## src/rtl/adder_pkg.sv

```systemverilog
// Shared definitions for the bit-serial adder: FSM state encoding and default width.
package adder_pkg;

    localparam int DEFAULT_WIDTH = 8;

    typedef enum logic [1:0] {
        IDLE  = 2'd0,
        SHIFT = 2'd1,
        DONE  = 2'd2
    } state_t;

endpackage

```

## src/rtl/full_adder.sv

```systemverilog
// One-bit full adder used as the single arithmetic slice of the serial adder.
module full_adder (
    input  logic a,
    input  logic b,
    input  logic c_in,
    output logic sum,
    output logic c_out
);

    logic half_s;

    assign half_s = a ^ b;
    assign sum    = half_s ^ c_in;
    assign c_out  = (a & b) | (c_in & half_s);

endmodule

```

## src/rtl/serial_adder.sv

```systemverilog
// Bit-serial adder: one full adder processes operand bits LSB first, one bit per clock,
// and the finished sum is published only on the completion edge.
module serial_adder
    import adder_pkg::*;
#(
    parameter int WIDTH = DEFAULT_WIDTH
) (
    input  logic             clk,
    input  logic             rst,
    input  logic             start,
    input  logic [WIDTH-1:0] a,
    input  logic [WIDTH-1:0] b,
    input  logic             c_in,
    output logic             busy,
    output logic             done,
    output logic [WIDTH-1:0] sum,
    output logic             c_out
);

    localparam int                CNT_W    = $clog2(WIDTH + 1);
    localparam logic [CNT_W-1:0] LAST_CNT = CNT_W'(WIDTH - 1);

    state_t           state_r;
    state_t           state_nx_s;
    logic             busy_r;
    logic             done_r;
    logic             busy_nx_s;
    logic             done_nx_s;
    logic             accept_s;
    logic             last_s;

    logic [WIDTH-1:0] a_r;
    logic [WIDTH-1:0] b_r;
    logic [WIDTH-1:0] acc_r;
    logic             carry_r;
    logic [CNT_W-1:0] cnt_r;
    logic [WIDTH-1:0] sum_r;
    logic             cout_r;

    logic             fa_sum_s;
    logic             fa_cout_s;

    // A start is taken in IDLE or DONE; start during SHIFT never reaches the datapath.
    assign accept_s = (state_r != SHIFT) && (state_nx_s == SHIFT);
    assign last_s   = (state_r == SHIFT) && (cnt_r == LAST_CNT);

    full_adder u_fa (
        .a     (a_r[0]),
        .b     (b_r[0]),
        .c_in  (carry_r),
        .sum   (fa_sum_s),
        .c_out (fa_cout_s)
    );

    // FSM state register and registered status flags
    always_ff @(posedge clk or posedge rst) begin
        if (rst) begin
            state_r <= IDLE;
            busy_r  <= 1'b0;
            done_r  <= 1'b0;
        end else begin
            state_r <= state_nx_s;
            busy_r  <= busy_nx_s;
            done_r  <= done_nx_s;
        end
    end

    // Next-state logic
    always_comb begin
        state_nx_s = state_r;
        case (state_r)
            IDLE: begin
                if (start) begin
                    state_nx_s = SHIFT;
                end else begin
                    state_nx_s = IDLE;
                end
            end
            SHIFT: begin
                if (last_s) begin
                    state_nx_s = DONE;
                end else begin
                    state_nx_s = SHIFT;
                end
            end
            DONE: begin
                if (start) begin
                    state_nx_s = SHIFT;
                end else begin
                    state_nx_s = IDLE;
                end
            end
            default: begin
                state_nx_s = IDLE;
            end
        endcase
    end

    // Status flags decoded from the next state so they leave the block straight from flops
    always_comb begin
        busy_nx_s = 1'b0;
        done_nx_s = 1'b0;
        case (state_nx_s)
            SHIFT: begin
                busy_nx_s = 1'b1;
                done_nx_s = 1'b0;
            end
            DONE: begin
                busy_nx_s = 1'b0;
                done_nx_s = 1'b1;
            end
            default: begin
                busy_nx_s = 1'b0;
                done_nx_s = 1'b0;
            end
        endcase
    end

    // Operand load, per-bit shift/accumulate, and result publication on the final bit
    always_ff @(posedge clk or posedge rst) begin
        if (rst) begin
            a_r     <= '0;
            b_r     <= '0;
            acc_r   <= '0;
            carry_r <= 1'b0;
            cnt_r   <= '0;
            sum_r   <= '0;
            cout_r  <= 1'b0;
        end else if (accept_s) begin
            a_r     <= a;
            b_r     <= b;
            acc_r   <= '0;
            carry_r <= c_in;
            cnt_r   <= '0;
        end else if (state_r == SHIFT) begin
            a_r     <= {1'b0, a_r[WIDTH-1:1]};
            b_r     <= {1'b0, b_r[WIDTH-1:1]};
            acc_r   <= {fa_sum_s, acc_r[WIDTH-1:1]};
            carry_r <= fa_cout_s;
            cnt_r   <= cnt_r + CNT_W'(1);
            if (last_s) begin
                sum_r  <= {fa_sum_s, acc_r[WIDTH-1:1]};
                cout_r <= fa_cout_s;
            end
        end
    end

    assign busy  = busy_r;
    assign done  = done_r;
    assign sum   = sum_r;
    assign c_out = cout_r;

endmodule

```

## config.mk

```make
export PLATFORM = sky130hd
export DESIGN_NAME = serial_adder
export DESIGN_NICKNAME = d
export VERILOG_FILES = /design/src/rtl/adder_pkg.sv /design/src/rtl/full_adder.sv /design/src/rtl/serial_adder.sv
export SDC_FILE = /design/constraint.sdc
export NUM_CORES = 1
export LEC_CHECK = 0
export ABC_AREA = 1
export CELL_PAD_IN_SITES_DETAIL_PLACEMENT = 1
export CELL_PAD_IN_SITES_GLOBAL_PLACEMENT = 2
export CORE_ASPECT_RATIO = 1.5
export CORE_UTILIZATION = 30
export DETAILED_ROUTE_END_ITERATION = 7
export HOLD_SLACK_MARGIN = 0.02
export PLACE_DENSITY = 0.84
export SYNTH_ARGS = -nofsm -noshare
export SYNTH_HDL_FRONTEND = slang
export SYNTH_SLANG_ARGS = --single-unit
```

## constraint.sdc

```tcl
create_clock -name clk -period 1.7 [get_ports clk]
set_clock_uncertainty 0.1 [all_clocks]
set_input_delay 0.34 -clock clk [delete_from_list [all_inputs] [get_ports clk]]
set_output_delay 0.34 -clock clk [all_outputs]
set_load 0.005 [all_outputs]
```

==> results by stage, run 1 <==
Placed design:
- The half-perimeter wire length after detailed placement is 2690 um.
- At the end of routability-driven placement, the weighted congestion stood at 0.6801.
- During placement, the flow inserted port buffers numbering 30.

Synth:
- The synthesized netlist contains 17 unique library cells.
- Counting flops and latches in the post-synthesis netlist gives 41.
- After synthesis the cells add up to ~1800 um2.
- For this run, asynchronously set or reset flops after synthesis account for 100.0%.
- Synthesis produced 227 cells.
- A synthesized cell averages between 7 and 8 um2.
- The share of the Yosys chip area taken by registers is 56.63%.
- The dominant cell type by area after synthesis is dfrtp_1.
- The number of warnings reported in the yosys synthesis log is 0.
- nand2_1 is the most common cell in the netlist.
- Ranked by total cell area, the synthesized netlist is headed by dfrtp_1 (57%), nand2_1 (24%), inv_1 (7.3%).
- For this run, the leading register cell type out of synthesis is dfrtp_1.
- Synthesis produced a netlist with a net count of 249.
- After synthesis, the most frequently instantiated cells are nand2_1 (118), dfrtp_1 (41), inv_1 (35), o22ai_1 (7).
- The top cell type's share of synthesized area is 56.63%.
- The number of flops mapped to enable cells by yosys is 0.

Clocking:
- Post-CTS repair changed the size of 0 cells.
- The clock tree from TritonCTS is yes.
- The number of setup buffers added after CTS is 0.
- The count of hold buffers inserted by post-cts repair is 0.
- TritonCTS created 5 clock buffers.
- The library cell used as clock root buffer is clkbuf_8.
- The clock latency at the later pin of the worst-skew pair is 0.29 ns.
- The clock passes through at most 2 buffers.
- The clock sink count is 41.
- The count of H-tree levels built during CTS is 2.
- The clock edge transition at the registers on the reported setup and hold paths is 0.08 ns.

Pwr:
- The worst supply voltage drop on vdd is roughly 0.65 mV.
- For this design the static power due to leakage is 1.261 nW.
- For this design the ratio of total power to cell area is roughly 1800 nW/um2.

STA:
- The count of final max-slew check failures came to 0.
- The tightest hold path in the finished design has a slack of roughly 0.31 ns.
- The hold violation total from the final report is 0.
- Measured against its own limit, the worst slew margin works out to 71.18%.
- Setup repair after global routing left no endpoint under its margin.
- The minimum clock period is ~1.6 ns.
- After layout, the worst path uses between 90 and 100% of the clock period.
- The fmax is 626.6 MHz.
- The transition time at the pin with the least slew margin is 0.4318 ns.
- The accumulated negative setup slack is 0 ns.
- Setup violations remaining at the end of the flow were counted as 0.

Setup path:
- Counting both buffers and inverters, the worst setup path holds a total of 1.
- For this design, the slowest cell found on the critical path is clkdlybuf4s50_1.
- The launching instance or port of the critical path is c_out.
- At the worst endpoint, the required time is 1.26 ns.
- The endpoint type of the worst setup path is an output port.
- In this run the worst path has a maximum fanout of 2.
- At the worst endpoint, the arrival time is 1.16 ns.
- The startpoint class of the critical path is a flop.
- The kind of cell adding the most delay to the critical path is buffers and inverters.
- On the worst path, the slowest cell contributes a delay of ~0.50 ns.
- The worst register-to-register path begins at cnt_r[0].
- Walking the worst path, the cells encountered are clkdlybuf4s50_1.
- The type of the worst setup path is flop to output port.

Routing:
- The remaining antenna violation count is 0.
- In the routed layout, each cell is associated on average with a via count of 4.386.
- The first-iteration detailed-routing DRC count is 56.
- The first detailed-routing pass ran for 4 iterations.
- The routed design has 3727 um of wire.
- The routed wirelength normalized by instance count is between 10 and 15 um.
- After detailed routing, the number of remaining DRC violations is 0.
- The vias after detailed routing is 1478.

Cells and area:
- The share of cells above drive strength 1 is 7.547%.
- The sequential standard cell area is slightly above 1000 um2.
- The number of antenna diodes in the final layout is 0.
- The area used by multi-input combinational logic is 621.8 um2.
- The filler cell count is a little over 700.
- The final net count is about 290.
- The post-synthesis to final-layout area growth is 30.59%.

Die:
- Once the floorplan was initialized, standard cells occupied 31.09% of the core.
- The row count is 34.
- The die is 97.18 um tall.
- The die extent in x is 65.45 um.
- In this run the standard cell core region covers 5828 um2.
- The die covers ~6400 um2.
- The I/O pin total is 31.

Run status:
- The run finished with clean final reports.

Global route:
- The number of antenna violations at the first check in global routing was 0.
- The first global-routing pass estimated just under 7000 um of wire.
- The global-route usage over all layers is 13.93%.
- Entering global routing, the biggest net connects 42 pins.
- The via count of the first global-routing pass was 1578.
- For this run the aggregate overflow at the end of global routing stands at 0.

Hold path:
- The class of the tightest hold or removal check is input pin to async pin.

Flow run:
- The number of max-cap violations is 0.
## cell type report
cell class | instances | area share (%)
Tap cell | 72 | 3.808
Timing Repair Buffer | 34 | 15.02
Multi-Input combinational cell | 145 | 26.28
Sequential cell | 41 | 43.36
Clock buffer | 5 | 2.909
Clock inverter | 3 | 2.750
Inverter | 37 | 5.870
## stage by stage
stage	std cells	total power [W]	instance area [um2]	utilization [%]	setup WS (ns)
after floorplan	227	0.002699	1812	-	0.3140
after global placement	329	0.003255	2232	38.30	0.1021
after detailed placement	329	0.003328	2232	38.30	0.1013
after CTS	337	0.004272	2366	40.60	0.09159
after global routing	337	0.004592	2366	40.60	0.004974
final	337	0.004170	2366	40.60	0.1040
## where the power goes
group          switching [W]  leakage [nW]  internal [W]
Sequential          0.000233         0.517       0.00139
Clock               0.000339        0.0681      0.000583
Combinational       0.000912         0.675      0.000708
## state kept, by name (all words and copies together), names as in the netlist
| name | cells |
|---|---|
| c_out | 1 |
| done | 1 |
| carry_r | 1 |
| sum | 8 |
| a_r | 8 |
| b_r | 8 |
| acc_r | 7 |
| busy | 1 |
| cnt_r | 4 |
| state_r | 2 |
## per-layer routing
layer  vias to the layer above  wire length [um]  part of all wire (%)  global-route usage, %
met5                         -                 0                     0                      0
met2                        28              2008                    54                  25.61
met1                       701              1562                    42                  15.36
met4                         0                56                   1.5                  4.515
li1                        743                 -                     -                      -
met3                         6               100                   2.7                  2.817
## kinds of logic after synthesis
| group | Yosys count | share of synthesized area, % |
|---|---|---|
| fa+ha+maj | 2 | 1.796 |
| buf+inv | 41 | 9.047 |
| compound gates | 11 | 3.521 |
| flops | 41 | 56.63 |
| simple gates | 132 | 29.00 |
## cell usage in the layout, fill, tap and decap left out, types with 2 or more instances in the layout
cell	count
buf_12	2
inv_2	2
buf_4	2
o21ai_0	3
nor2_2	2
nor2_1	4
nand2_1	118
bufinv_16	2
o22ai_1	7
dfrtp_1	41
nand2_2	2
inv_1	35
clkdlybuf4s50_1	30
clkbuf_8	5
nand3_1	4
## path summary, 6_finish.rpt
path                             to  slack (ns)  cells after the start
setup / recovery              c_out        0.10                      1
hold / removal               sum[6]        0.31                      3
setup reg to reg             sum[4]        0.19                      6
hold reg to reg              a_r[7]        0.37                      2
max in group asynchronous  cnt_r[0]        0.99                      3
min in group clk             a_r[7]        0.37                      2
Power figures use the tool's default switching activity.
==> run 2, diff against run 1 <==
Settings changed: CORE_MARGIN set to 3.
==> run 2 against run 1 <==
  * Worst hold slack lost 0.11 ns
  * First-iteration DRC count is 13% lower
  * Register-to-register slack improved by 0.04 ns
  * Non-clock buffer count up 1
  * Critical path type unchanged
  * Routed wire length rose by 4.6%
  * Count of clock-buffer cells in the layout did not move
==> results by stage, run 2 (synthesis results as in run 1) <==
Cells and area:
- The final standard cell area without fillers is 2346 um2 (-0.85%).
- The number of non-filler instances in the completed layout is 337 (unchanged).
- Leaving out fill and tap cells, the most frequent cell in the layout is nand2_1.
- The sequential standard cell area is 1026 um2 (unchanged).
- In the layout the commonest cells are nand2_1 (117), dfrtp_1 (41), inv_1 (35).
- The antenna diode count is 0 (unchanged).
- The share of cells above drive strength 1 came to 7.925% (+0.38 points).
- The filler cell count is 718 (-1.1%).
- The post-synthesis to final-layout area growth is 29.49%.
- The final net count was 287 (+0.35%).
- The area used by multi-input combinational logic is 624.3 um2 (+0.40%).

Routing:
- The remaining antenna violation count came to 0 (unchanged).
- The vias after detailed routing is 1469 (-0.61%).
- The via-per-instance ratio is 4.359 (-0.61%).
- The routed wirelength normalized by instance count came to 11.57 um (+4.6%).
- The first-iteration detailed-routing DRC count came to 49 (-13%).
- The length of the first detailed-routing pass in iterations is 3 (-1).
- The residual DRC count is 0 (unchanged).
- The wire length reported by the detailed router is 3900 um (+4.6%).

Clocking:
- The post-cts repair resize count is 0 (unchanged).
- The clock sink count was 41 (unchanged).
- The number of buffers on the longest clock path is 2 (unchanged).
- The count of hold buffers inserted by post-cts repair is 0 (unchanged).
- The count of H-tree levels built during CTS came to 2 (unchanged).
- The clock edge transition at the registers on the reported setup and hold paths is 0.08 ns (about the same).
- The clock buffer count from CTS was 5 (unchanged).
- The buffer count from post-CTS setup fixing is 0 (unchanged).
- The clock tree from TritonCTS is yes.
- The clock latency at the later pin of the worst-skew pair is 0.29 ns (about the same).
- The tree is rooted in a clkbuf_8.

Die:
- The initial core utilization is 31.09% (unchanged).
- The row count is 34 (unchanged).
- The die span in y is 101.2 um (+4.1%).
- The I/O pin total is 31 (unchanged).
- The core area is 5828 um2 (unchanged).
- The floorplan die area is 7027 um2 (+10%).
- The die extent in x is 69.45 um (+6.1%).

Setup path:
- The launching instance or port of the critical path is sum[5].
- The endpoint required time on the critical path is 1.26 ns (about the same).
- The capture point of the worst path is sum[5].
- The number of cells traversed by the worst register-to-register path is 6 (unchanged).
- The slowest stage of the critical path is the clkdlybuf4s50_1 cell.
- The endpoint type of the worst setup path is an output port.
- Traced cell by cell, the critical path runs through clkdlybuf4s50_1.
- The maximum fanout along the worst path was 2 (unchanged).
- The type of the worst setup path is flop to output port.
- STA classifies the critical path startpoint as a flop.
- The delay contributed by the slowest stage of the critical path is 0.50 ns (about the same).
- The arrival time at the worst endpoint came to 1.15 ns (about the same).
- The critical path depth is 1 (unchanged).
- The register-to-register setup slack came to 0.23 ns (+0.04 ns).
- In this run the critical register-to-register path is launched from cnt_r[0].
- The count of buffering cells on the critical path with inverters included is 1 (unchanged).
- The end of the worst register-to-register path is sum[7].
- The kind of cell adding the most delay to the critical path is buffers and inverters.

Pwr:
- The total chip power is 0.004037 W (-3.2%).
- The switching power total is 0.001489 W (+0.32%).
- The part of the power in registers is 40.1% (+1.1 points).
- The power per cell area is 1721 nW/um2 (-2.4%).
- The part of the total power dissipated in the clock network was 18.9% (-3.2 points).
- The internal power came to 0.002548 W (-5.1%).
- The reported leakage power came to 1.252 nW (-0.68%).
- The worst supply voltage drop on vdd is 0.4294 mV (-34%).
- The switching fraction of total power is 36.88% (+1.3 points).
- The combinational share of power is 41.0% (+2.1 points).

STA:
- The number of failing setup endpoints in the final timing report is 0 (unchanged).
- Setup repair after global routing left no endpoint under its margin.
- The fmax is 627.9 MHz (+0.21%).
- The final clock period utilization by the worst path is 93.68% (-0.20 points).
- The accumulated negative setup slack is 0 ns (unchanged).
- The worst hold margin is 0.1967 ns (-0.1093 ns).
- The minimum clock period was 1.593 ns (-0.003416 ns).
- The transition time at the pin with the least slew margin is 0.4188 ns (-0.01305 ns).
- The count of final max-slew check failures is 0 (unchanged).
- The worst max-slew margin expressed relative to the limit is 72.05% (+0.87 points).
- The hold violation total from the final report is 0 (unchanged).

Flow run:
- The number of max-cap violations is 0 (unchanged).

Hold path:
- The min-delay analysis places its worst path in the category input pin to async pin.

Global route:
- The number of antenna violations at the first check in global routing was 0 (unchanged).
- The pin count of the biggest net entering global routing came to 36 (-14%).
- The global-route congestion overflow total is 0 (unchanged).
- The global-route usage over all layers is 12.46% (-1.5 points).
- The via count of the first global-routing pass is 1555 (-1.5%).
- The first-pass GRT wire length is 7038 um (+1.9%).

Run status:
- The flow ran to the end, and the final reports show no timing, DRC or antenna violations.

Placed design:
- The total placed instance area came to 2240 um2 (+0.34%).
- The placed cell count came to 330 (+0.30%).
- The half-perimeter wire length after detailed placement is 2832 um (+5.3%).
- The final weighted congestion in routability-driven placement is 0.7278 (+7.0%).
- The count of input and output buffers was 30 (unchanged).
[run 2: cell type report]
class | count | share of cell area, %
well taps | 72 | 3.840
flip-flops and latches | 41 | 43.73
clock buffers | 5 | 2.933
inverters | 37 | 5.920
clock inverters | 2 | 1.493
repair buffers | 35 | 15.47
multi-input cells | 145 | 26.61
[run 2: through the flow]
| step | utilization (%) | setup WS [ns] |
|---|---|---|
| after global placement | 38.43 | 0.08015 |
| after CTS | 40.21 | 0.08734 |
| final | 40.25 | 0.1074 |
| after floorplan | - | 0.3140 |
| after global routing | 40.25 | 0.05412 |
| after detailed placement | 38.43 | 0.06570 |
[run 2: worst register-to-register path, delay by kind of cell (launching register included)]
kind                     cells  cell delay, ns
flip-flops                   1            0.40
adder cells (fa/ha/maj)      1            0.22
AND/OR/NAND/NOR              5            0.64
[run 2: worst min-delay path by stage]
stage                         to      from  slack [ns]  cells after the start
final                     a_r[1]       rst        0.20                      2
after global routing      a_r[1]       rst        0.23                      2
after CTS                 a_r[1]       rst        0.21                      2
after detailed placement  sum[1]  acc_r[2]        0.36                      2
after global placement    sum[1]  acc_r[2]        0.35                      2
after floorplan           sum[0]  acc_r[1]        0.34                      2
[run 2: power groups by stage]
stage	registers, W	logic [W]	clock network (W)
after floorplan	0.00161	0.00109	0
after global placement	0.00163	0.00165	0
after detailed placement	0.00164	0.00170	0
after CTS	0.00163	0.00171	0.000791
after global routing	0.00169	0.00195	0.000828
final	0.00162	0.00166	0.000762
[run 2: routing by layer]
layer  wire (um)  vias to the layer above  part of all wire (%)  GRT usage, %
met1        1676                      695                    43         14.20
met2        2044                       28                    52         22.94
met5           0                        -                     0             0
met4          44                        0                   1.1         4.511
met3         134                        4                   3.4         2.582
li1            -                      742                     -             -
